### src/rtl/mem_arbiter_if.sv
// Bundle of requester, ready/data and memory-port signals around mem_arbiter.
// slave = arbiter view, master = requesters plus memory array view.
interface mem_arbiter_if;
  logic        if_req;
  logic [15:0] if_addr;
  logic        imem_r;
  logic [15:0] instr;
  logic        d_req;
  logic [15:0] d_addr;
  logic [1:0]  d_we;
  logic [15:0] d_wdata;
  logic        dmem_r;
  logic [15:0] d_rdata;
  logic        mem_en;
  logic [1:0]  mem_we;
  logic [14:0] mem_addr;
  logic [15:0] mem_wdata;
  logic [15:0] mem_rdata;
  logic        busy;

  modport slave (
    input  if_req, if_addr, d_req, d_addr, d_we, d_wdata, mem_rdata,
    output imem_r, instr, dmem_r, d_rdata, mem_en, mem_we, mem_addr, mem_wdata, busy
  );

  modport master (
    output if_req, if_addr, d_req, d_addr, d_we, d_wdata, mem_rdata,
    input  imem_r, instr, dmem_r, d_rdata, mem_en, mem_we, mem_addr, mem_wdata, busy
  );
endinterface

### src/rtl/mem_arbiter.sv
// Shares one fixed-latency memory port between instruction fetch and data access.
// Define MEM_ARB_RR_EN for round-robin on collisions; default is fixed data priority.
module mem_arbiter #(
  parameter int unsigned MEM_LATENCY = 5
) (
  input  logic         clk,
  input  logic         rst_n,
  mem_arbiter_if.slave bus
);

  typedef enum logic [1:0] {
    S_IDLE = 2'd0,
    S_BUSY = 2'd1,
    S_DONE = 2'd2
  } state_e;

  localparam logic [3:0] CNT_INIT = 4'(MEM_LATENCY - 1);

  state_e      state_q;
  logic [3:0]  cnt_q;
  logic        gnt_data_q;
  logic        live_q;
  logic        busy_q;
  logic        mem_en_q;
  logic [1:0]  mem_we_q;
  logic [14:0] mem_addr_q;
  logic [15:0] mem_wdata_q;
  logic        imem_r_q;
  logic        dmem_r_q;
  logic [15:0] instr_q;
  logic [15:0] d_rdata_q;
`ifdef MEM_ARB_RR_EN
  logic        last_gnt_data_q;
`endif

  logic        req_any_s;
  logic        gnt_data_d;
  logic        unused_addr_lsb_s;

  assign unused_addr_lsb_s = bus.if_addr[0] ^ bus.d_addr[0];

  // Arbitration: who would win if the FSM granted this cycle
  always_comb begin
    req_any_s = bus.if_req | bus.d_req;
`ifdef MEM_ARB_RR_EN
    if (bus.if_req && bus.d_req) begin
      gnt_data_d = ~last_gnt_data_q;
    end else begin
      gnt_data_d = bus.d_req;
    end
`else
    gnt_data_d = bus.d_req;
`endif
  end

  // Access sequencer with registered memory-port and ready outputs
  always_ff @(posedge clk or negedge rst_n) begin
    if (!rst_n) begin
      state_q     <= S_IDLE;
      cnt_q       <= 4'd0;
      gnt_data_q  <= 1'b0;
      live_q      <= 1'b0;
      busy_q      <= 1'b0;
      mem_en_q    <= 1'b0;
      mem_we_q    <= 2'b00;
      mem_addr_q  <= 15'h0000;
      mem_wdata_q <= 16'h0000;
      imem_r_q    <= 1'b0;
      dmem_r_q    <= 1'b0;
      instr_q     <= 16'h0000;
      d_rdata_q   <= 16'h0000;
`ifdef MEM_ARB_RR_EN
      last_gnt_data_q <= 1'b0;
`endif
    end else begin
      case (state_q)
        S_IDLE: begin
          if (req_any_s) begin
            state_q     <= S_BUSY;
            cnt_q       <= CNT_INIT;
            gnt_data_q  <= gnt_data_d;
            live_q      <= 1'b1;
            busy_q      <= 1'b1;
            mem_en_q    <= 1'b1;
            mem_addr_q  <= gnt_data_d ? bus.d_addr[15:1] : bus.if_addr[15:1];
            mem_we_q    <= gnt_data_d ? bus.d_we : 2'b00;
            mem_wdata_q <= gnt_data_d ? bus.d_wdata : 16'h0000;
`ifdef MEM_ARB_RR_EN
            last_gnt_data_q <= gnt_data_d;
`endif
          end
        end
        S_BUSY: begin
          // A fetch whose request drops mid-access is a branch redirect: finish silently
          if (!gnt_data_q && !bus.if_req) begin
            live_q <= 1'b0;
          end
          if (cnt_q == 4'd0) begin
            state_q     <= S_DONE;
            mem_en_q    <= 1'b0;
            mem_we_q    <= 2'b00;
            mem_addr_q  <= 15'h0000;
            mem_wdata_q <= 16'h0000;
            if (gnt_data_q) begin
              d_rdata_q <= bus.mem_rdata;
              dmem_r_q  <= 1'b1;
            end else begin
              instr_q  <= bus.mem_rdata;
              imem_r_q <= live_q & bus.if_req;
            end
          end else begin
            cnt_q <= cnt_q - 4'd1;
          end
        end
        S_DONE: begin
          state_q  <= S_IDLE;
          busy_q   <= 1'b0;
          imem_r_q <= 1'b0;
          dmem_r_q <= 1'b0;
        end
        default: begin
          state_q     <= S_IDLE;
          cnt_q       <= 4'd0;
          busy_q      <= 1'b0;
          mem_en_q    <= 1'b0;
          mem_we_q    <= 2'b00;
          mem_addr_q  <= 15'h0000;
          mem_wdata_q <= 16'h0000;
          imem_r_q    <= 1'b0;
          dmem_r_q    <= 1'b0;
        end
      endcase
    end
  end

  assign bus.imem_r    = imem_r_q;
  assign bus.instr     = instr_q;
  assign bus.dmem_r    = dmem_r_q;
  assign bus.d_rdata   = d_rdata_q;
  assign bus.mem_en    = mem_en_q;
  assign bus.mem_we    = mem_we_q;
  assign bus.mem_addr  = mem_addr_q;
  assign bus.mem_wdata = mem_wdata_q;
  assign bus.busy      = busy_q;

endmodule
### src/flat_wrapper.sv
// flat-port wrapper written by rule: the top's interface ports become plain ports
module mem_arbiter_flat 
#(
  parameter int unsigned MEM_LATENCY = 5
)
  (clk, rst_n, bus_if_req, bus_if_addr, bus_d_req, bus_d_addr, bus_d_we, bus_d_wdata, bus_mem_rdata, bus_imem_r, bus_instr, bus_dmem_r, bus_d_rdata, bus_mem_en, bus_mem_we, bus_mem_addr, bus_mem_wdata, bus_busy);
  mem_arbiter_if bus_i ();
  input  logic clk;
  input  logic rst_n;
  input wire logic [$bits(bus_i.if_req)-1:0] bus_if_req;
  input wire logic [$bits(bus_i.if_addr)-1:0] bus_if_addr;
  input wire logic [$bits(bus_i.d_req)-1:0] bus_d_req;
  input wire logic [$bits(bus_i.d_addr)-1:0] bus_d_addr;
  input wire logic [$bits(bus_i.d_we)-1:0] bus_d_we;
  input wire logic [$bits(bus_i.d_wdata)-1:0] bus_d_wdata;
  input wire logic [$bits(bus_i.mem_rdata)-1:0] bus_mem_rdata;
  output wire logic [$bits(bus_i.imem_r)-1:0] bus_imem_r;
  output wire logic [$bits(bus_i.instr)-1:0] bus_instr;
  output wire logic [$bits(bus_i.dmem_r)-1:0] bus_dmem_r;
  output wire logic [$bits(bus_i.d_rdata)-1:0] bus_d_rdata;
  output wire logic [$bits(bus_i.mem_en)-1:0] bus_mem_en;
  output wire logic [$bits(bus_i.mem_we)-1:0] bus_mem_we;
  output wire logic [$bits(bus_i.mem_addr)-1:0] bus_mem_addr;
  output wire logic [$bits(bus_i.mem_wdata)-1:0] bus_mem_wdata;
  output wire logic [$bits(bus_i.busy)-1:0] bus_busy;
  assign bus_i.if_req = bus_if_req;
  assign bus_i.if_addr = bus_if_addr;
  assign bus_i.d_req = bus_d_req;
  assign bus_i.d_addr = bus_d_addr;
  assign bus_i.d_we = bus_d_we;
  assign bus_i.d_wdata = bus_d_wdata;
  assign bus_i.mem_rdata = bus_mem_rdata;
  assign bus_imem_r = bus_i.imem_r;
  assign bus_instr = bus_i.instr;
  assign bus_dmem_r = bus_i.dmem_r;
  assign bus_d_rdata = bus_i.d_rdata;
  assign bus_mem_en = bus_i.mem_en;
  assign bus_mem_we = bus_i.mem_we;
  assign bus_mem_addr = bus_i.mem_addr;
  assign bus_mem_wdata = bus_i.mem_wdata;
  assign bus_busy = bus_i.busy;
  mem_arbiter #(.MEM_LATENCY(MEM_LATENCY)) u_core (.clk(clk), .rst_n(rst_n), .bus(bus_i));
endmodule
### config.mk
export PLATFORM = sky130hd
export DESIGN_NAME = mem_arbiter_flat
export DESIGN_NICKNAME = d
export VERILOG_FILES = /design/src/rtl/mem_arbiter_if.sv /design/src/rtl/mem_arbiter.sv /design/src/flat_wrapper.sv
export SDC_FILE = /design/constraint.sdc
export NUM_CORES = 1
export LEC_CHECK = 0
export ABC_AREA = 1
export CORE_MARGIN = 1.5
export CORE_UTILIZATION = 44
export DETAILED_ROUTE_END_ITERATION = 7
export GPL_ROUTABILITY_DRIVEN = 0
export GPL_TIMING_DRIVEN = 0
export HOLD_SLACK_MARGIN = 0.1
export PLACE_DENSITY = 0.8
export SYNTH_ARGS = -nofsm -noshare
export SYNTH_HDL_FRONTEND = slang
export SYNTH_SLANG_ARGS = --single-unit
### constraint.sdc
create_clock -name clk -period 1.6 [get_ports clk]
set_input_delay 0.32 -clock clk [delete_from_list [all_inputs] [get_ports clk]]
set_output_delay 0.32 -clock clk [all_outputs]
set_load 0.01 [all_outputs]
Word level (Yosys, flattened, before mapping)
Cells that the tools add are included.
W data, S select, Z words.
{"block": "word_totals", "regBits": 77, "in_bits": 70, "out_inout_bits": 69}
{"block": "classes", "addsub": 1, "n_eq_ne": 8, "n_mux": 30, "bitwise_logic": 6, "n_reduce_logical": 16}
{"op": "$mux W16", "n": 3}
{"op": "$pmux W16 S3", "n": 1}
{"op": "$mux W15", "n": 3}
{"op": "$pmux W15 S3", "n": 1}
{"op": "$reduce_and A3 Y1", "n": 7}
{"op": "$pmux W4 S3", "n": 1}
{"op": "$mux W2", "n": 5}
{"op": "$mux W4", "n": 2}
{"op": "$ne A2 B1 Y1 const B", "n": 4}
{"op": "$pmux W1 S2", "n": 4}
{"op": "$mux W1", "n": 7}
{"op": "$pmux W2 S3", "n": 1}
{"op": "$reduce_and A2 Y1", "n": 3}
{"op": "$logic_not A4 Y1", "n": 1}
{"op": "$ne A2 B2 Y1 const B", "n": 2}
{"op": "$not A1 Y1", "n": 4}
{"op": "$pmux W2 S2", "n": 1}
{"op": "$sub A4 B1 Y4 const B", "n": 1}
{"op": "$pmux W1 S3", "n": 1}
{"op": "$eq A2 B1 Y1 const B", "n": 1}
{"op": "$eq A2 B2 Y1 const B", "n": 1}
{"op": "$logic_not A1 Y1", "n": 2}
{"op": "$logic_not A2 Y1", "n": 1}
{"op": "$reduce_bool A2 Y1", "n": 1}
{"op": "3 further kinds", "n": 3}

Depth between registers and ports, before layout
{"block": "logic_depth", "ltp_word": 4, "depth_mapped": 9, "mapped_depth_nobuf": 7}

Worst setup path before layout
OpenSTA, ideal clock, no wires.
{"block": "synth_path", "path_type": "register -> register", "from": "register u_core.cnt_q[0]", "to": "register u_core.mem_addr_q[11] (netlist: u_core.bus.mem_addr[11])", "setup_time_ns": 0.123, "arrival_time_ns": 1.209, "required_ns": 1.477, "path_slack_ns": 0.267, "stages_incl_launch_ff": 9, "n_path_buf": 1, "period_less_slack_ns": 1.333, "path_cell_list": "dfrtp_1 -> inv_1 -> ha_1 -> nand2_4 -> nand2_4 -> nand2_8 -> buf_12 -> nand2_4 -> o21ai_2"}
{"block": "synth_via", "elab_chain_cells": 3}
{"element": "start: declaration", "line_no": "mem_arbiter.sv:20", "text": "logic [3:0] cnt_q;"}
{"element": "start signal: assignment", "line_no": "mem_arbiter.sv:112", "text": "cnt_q <= cnt_q - 4'd1;"}
{"element": "$logic_not A4 Y1", "line_no": "mem_arbiter.sv:98", "text": "if (cnt_q == 4'd0) begin"}
{"element": "$ne A2 B1 Y1 (no source line)"}
{"element": "$reduce_and A3 Y1 (no source line)"}
{"element": "end signal: assignment", "line_no": "mem_arbiter.sv:85", "text": "mem_addr_q <= gnt_data_d ? bus.d_addr[15:1] : bus.if_addr[15:1];"}
{"element": "end: declaration", "line_no": "mem_arbiter.sv:26", "text": "logic [14:0] mem_addr_q;"}
Every way passes these cells.
A chain may end at the register's enable or synchronous reset.

Final worst setup path
{"block": "layout_path", "from": "register u_core.mem_wdata_q[15] (netlist: u_core.bus.mem_wdata[15])", "to": "output bus_mem_wdata[15]"}
{"element": "start: declaration", "line_no": "mem_arbiter.sv:27", "text": "logic [15:0] mem_wdata_q;"}
{"element": "start signal: assignment", "line_no": "mem_arbiter.sv:87", "text": "mem_wdata_q <= gnt_data_d ? bus.d_wdata : 16'h0000;"}
{"element": "end: declaration", "line_no": "flat_wrapper.sv:24", "text": "output wire logic [$bits(bus_i.mem_wdata)-1:0] bus_mem_wdata;"}
No word-level cell between the ends.

==> flow_metrics.tcl <==
set metrics [dict create \
    critPathLaunchType "flop" \
    power_density_nw_per_um2 1932 \
    ys_types 23 \
    slowest_stage "sky130_fd_sc_hd__clkdlybuf4s50_1" \
    cp-end-kind "output port" \
    timing.setup.critical_path_class "flop to output port" \
    cts.reportedPaths.clkPinSlew_ns 0.08 \
    syn-num-nets 412 \
    clock_tree.htree_level_count 3 \
    antenna_cells 0 \
    floorplan.core_area_um2 8134 \
    sequential_to_total_area_share_from_yosys_stat_pct 52.83 \
    layout_min_cycle_time_ns 1.573 \
    final-setup-viol-count 0 \
    max_freq_mhz 635.7 \
    fin_worst_skew_ns 0.006731 \
    synth-warning-count 0 \
    maxUsedRoutingLayer "met4" \
    min_from "bus_d_req" \
    worstMarginPinSlew_ns 0.4783 \
    cts.root.buffer_cell "sky130_fd_sc_hd__clkbuf_8" \
    design.portCount 139 \
    critical_path.max_fanout 2 \
    class_of_the_tightest_hold_or_removal_check "primary input to flop" \
    layout.cells.most_common_list "77 x sky130_fd_sc_hd__dfrtp_1, 74 x sky130_fd_sc_hd__nand2_1, 73 x sky130_fd_sc_hd__clkdlybuf4s50_1, 43 x sky130_fd_sc_hd__o21ai_2, 38 x sky130_fd_sc_hd__dlygate4sd2_1" \
    cp.buffers_inverters 1 \
    m1WireLength_um 3533 \
    gr-total-overflow 0 \
    die_w_um 94.05 \
    first_global_vias 2876 \
    routed_wirelength_um 8573 \
    relative_max_transition_margin_pct 68.11 \
    clock_power_share_pct 15.4 \
    leakage_nw 3.029 \
    required_ns 1.28 \
    worst_ir_drop_vdd_uv 982.1 \
    worst_skew_pair.late_latency_ns 0.36 \
    routedWlPerCell_um 14.31 \
    final_cell_count_no_fill 599 \
    route.detailed.vias_per_inst 4.788 \
    worst_path_largest_cell_delay_ns 0.55 \
    hold_viol 0 \
    power_frac_comb_pct 50.8 \
    vias 2868 \
    dr_wl_met2_um 4013 \
    grt_start_max_net_pins 42 \
    met3_wirelength_um 844 \
    cts_made_buffers 9 \
    netlist_instances 340 \
    result_of_the_run "completed" \
    setup_total_negative_slack_ns 0 \
    wire_length_of_the_first_global_routing_pass_um 13410 \
    tritoncts "built" \
    crit_path_cell_trace "clkdlybuf4s50_1" \
    design_power_total_mw 10.41 \
    gr-usage-all-layers_pct 19.91 \
    die_y_um 94.05 \
    final_common_cell "sky130_fd_sc_hd__dfrtp_1" \
    worst_r2r_startpoint "u_core.cnt_q[0]$_DFFE_PN0P_" \
    switchingPower_mw 4.180 \
    clk_sink_count 77 \
    postRouteAntennaNets 0 \
    initial_antenna_violation_count 0 \
    syn_area_per_cell_um2 10.73 \
    yosys_register_bits 77 \
    power.share.switching_pct 40.15 \
    placed_cells 581 \
    row_count 33 \
    clockBufferDepth 2 \
    worstSetupStartpoint "u_core.bus.mem_wdata[15]$_DFFE_PN0P_" \
    area.growth.synth_to_final_pct 47.79 \
    syn-cell-area_um2 3647 \
    post-dp-hpwl_um 6201 \
    drv_cap 0 \
    drt_pre_antenna_iters 4 \
    final.period_utilization_pct 98.32 \
    cpLargestDelayFamily "buffers and inverters" \
    placement.io_buffers 135 \
    drive_gt1_share_pct 25.30 \
    initial_utilization_pct 44.84 \
    p_seq_share_pct 33.8 \
    drc 0 \
    maxSlewViolCount 0 \
    fp.dieArea_um2 8844 \
    drtIter0Drc 92 \
    layout.nets 561 \
    cellInternalPower_mw 6.232 \
    timing.critical_path.arrival_ns 1.25 \
]
-- area by class of cell --
class	instances	area (um2)
fill	641	2744
tap	105	131.4
sequential	77	1927
clock buffer	10	127.6
multi-input combinational	219	1455
clock inverter	6	87.58
inverter	28	105.1
timing repair buffer	138	1396
buffer	16	160.2
-- worst paths after layout --
path / endpoint / slack (ns) / cells after the start
max in group asynchronous: u_core.bus.mem_addr[10]$_DFFE_PN0P_ / 0.56 / 3
max reg2reg: u_core.bus.d_rdata[3]$_DFFE_PN0P_ / 0.11 / 8
min: u_core.gnt_data_q$_DFFE_PN0P_ / 0.31 / 3
min reg2reg: u_core.bus.dmem_r$_DFFE_PN0P_ / 0.47 / 2
max: bus_mem_wdata[15] / 0.03 / 1
min in group asynchronous: u_core.bus.instr[10]$_DFFE_PN0P_ / 0.46 / 2
-- synthesized netlist by cell type --
master                     count  area [um2]
sky130_fd_sc_hd__o21ai_2      43       376.6
sky130_fd_sc_hd__o21ai_0       8       40.04
sky130_fd_sc_hd__or2_2         1       6.260
sky130_fd_sc_hd__nor2_8        1       20.02
sky130_fd_sc_hd__nand2_4      24       270.3
sky130_fd_sc_hd__o21ai_1       6       30.03
sky130_fd_sc_hd__clkbuf_1      1       3.750
sky130_fd_sc_hd__nand2_8       1       20.02
sky130_fd_sc_hd__dfrtp_1      77        1927
sky130_fd_sc_hd__buf_6         7       78.83
sky130_fd_sc_hd__inv_1        24       90.09
sky130_fd_sc_hd__buf_2         3       15.01
sky130_fd_sc_hd__nor2_1        3       11.26
sky130_fd_sc_hd__inv_2         4       15.01
sky130_fd_sc_hd__nand3_1      24       120.1
sky130_fd_sc_hd__buf_4         3       22.52
sky130_fd_sc_hd__nor2_4        2       22.52
sky130_fd_sc_hd__nand2_2      16       100.1
sky130_fd_sc_hd__nor3_1        1       5.000
sky130_fd_sc_hd__mux2i_1      13       130.1
sky130_fd_sc_hd__buf_12        2       40.04
sky130_fd_sc_hd__ha_1          2       25.02
sky130_fd_sc_hd__nand2_1      74       277.8
-- cell families after synthesis --
kind of cell | Yosys count | synth area share (%)
compound gates | 57 | 12.25
fa+ha+maj | 2 | 0.6860
buf+inv | 44 | 7.273
flops | 77 | 52.83
mux | 13 | 3.568
simple gates | 147 | 23.40
-- repair_timing --
| item | in CTS | in global routing |
|---|---|---|
| endpoints found under the hold margin | 36 | 0 |
| gates cloned | 0 | 0 |
| resized for setup | 38 | 23 |
| pin swaps | 0 | 0 |
| endpoints found under the setup margin | 39 | 23 |
| setup buffers | 1 | 0 |
| hold buffers | 1 | 0 |
-- flip-flops by register name, summed over array words and instances (netlist names) --
signal and count:
u_core.bus.mem_wdata 16, u_core.bus.mem_en 1, u_core.bus.busy 1, u_core.live_q 1, u_core.cnt_q 4, u_core.bus.dmem_r 1, u_core.bus.d_rdata 16, u_core.bus.mem_we 2
u_core.bus.imem_r 1, u_core.state_q 2, u_core.bus.mem_addr 15, u_core.gnt_data_q 1, u_core.bus.instr 16
-- routing by layer --
| layer | up-vias | global-route usage [%] |
|---|---|---|
| li1 | 1386 | - |
| met1 | 1356 | 23.79 |
| met2 | 109 | 32.31 |
| met3 | 17 | 6.958 |
| met4 | 0 | 8.955 |
| met5 | - | 0 |
-- power groups by stage --
| stage | sequential [mW] | clock, mW | combinational (mW) |
|---|---|---|---|
| 2_1_floorplan | 3.93 | 0 | 2.88 |
| 3_3_place_gp | 3.55 | 0 | 5.55 |
| 3_5_place_dp | 3.57 | 0 | 5.69 |
| 4_1_cts | 3.54 | 1.64 | 5.43 |
| 5_1_grt | 3.63 | 1.71 | 5.78 |
| 6_report | 3.52 | 1.60 | 5.29 |
-- through the flow --
stage	cell area [um2]	setup slack, ns	util, %	hold WS [ns]
after floorplan	3647	0.2673	-	0.02441
after global placement	5130	-2.505	63.07	0.4553
after detailed placement	5147	-0.02616	63.28	0.3171
after CTS	5333	0.002573	65.56	0.2881
after global routing	5390	-0.003279	66.27	0.3275
final	5390	0.02683	66.27	0.3059
No activity file was read; power rests on OpenSTA's default activity.
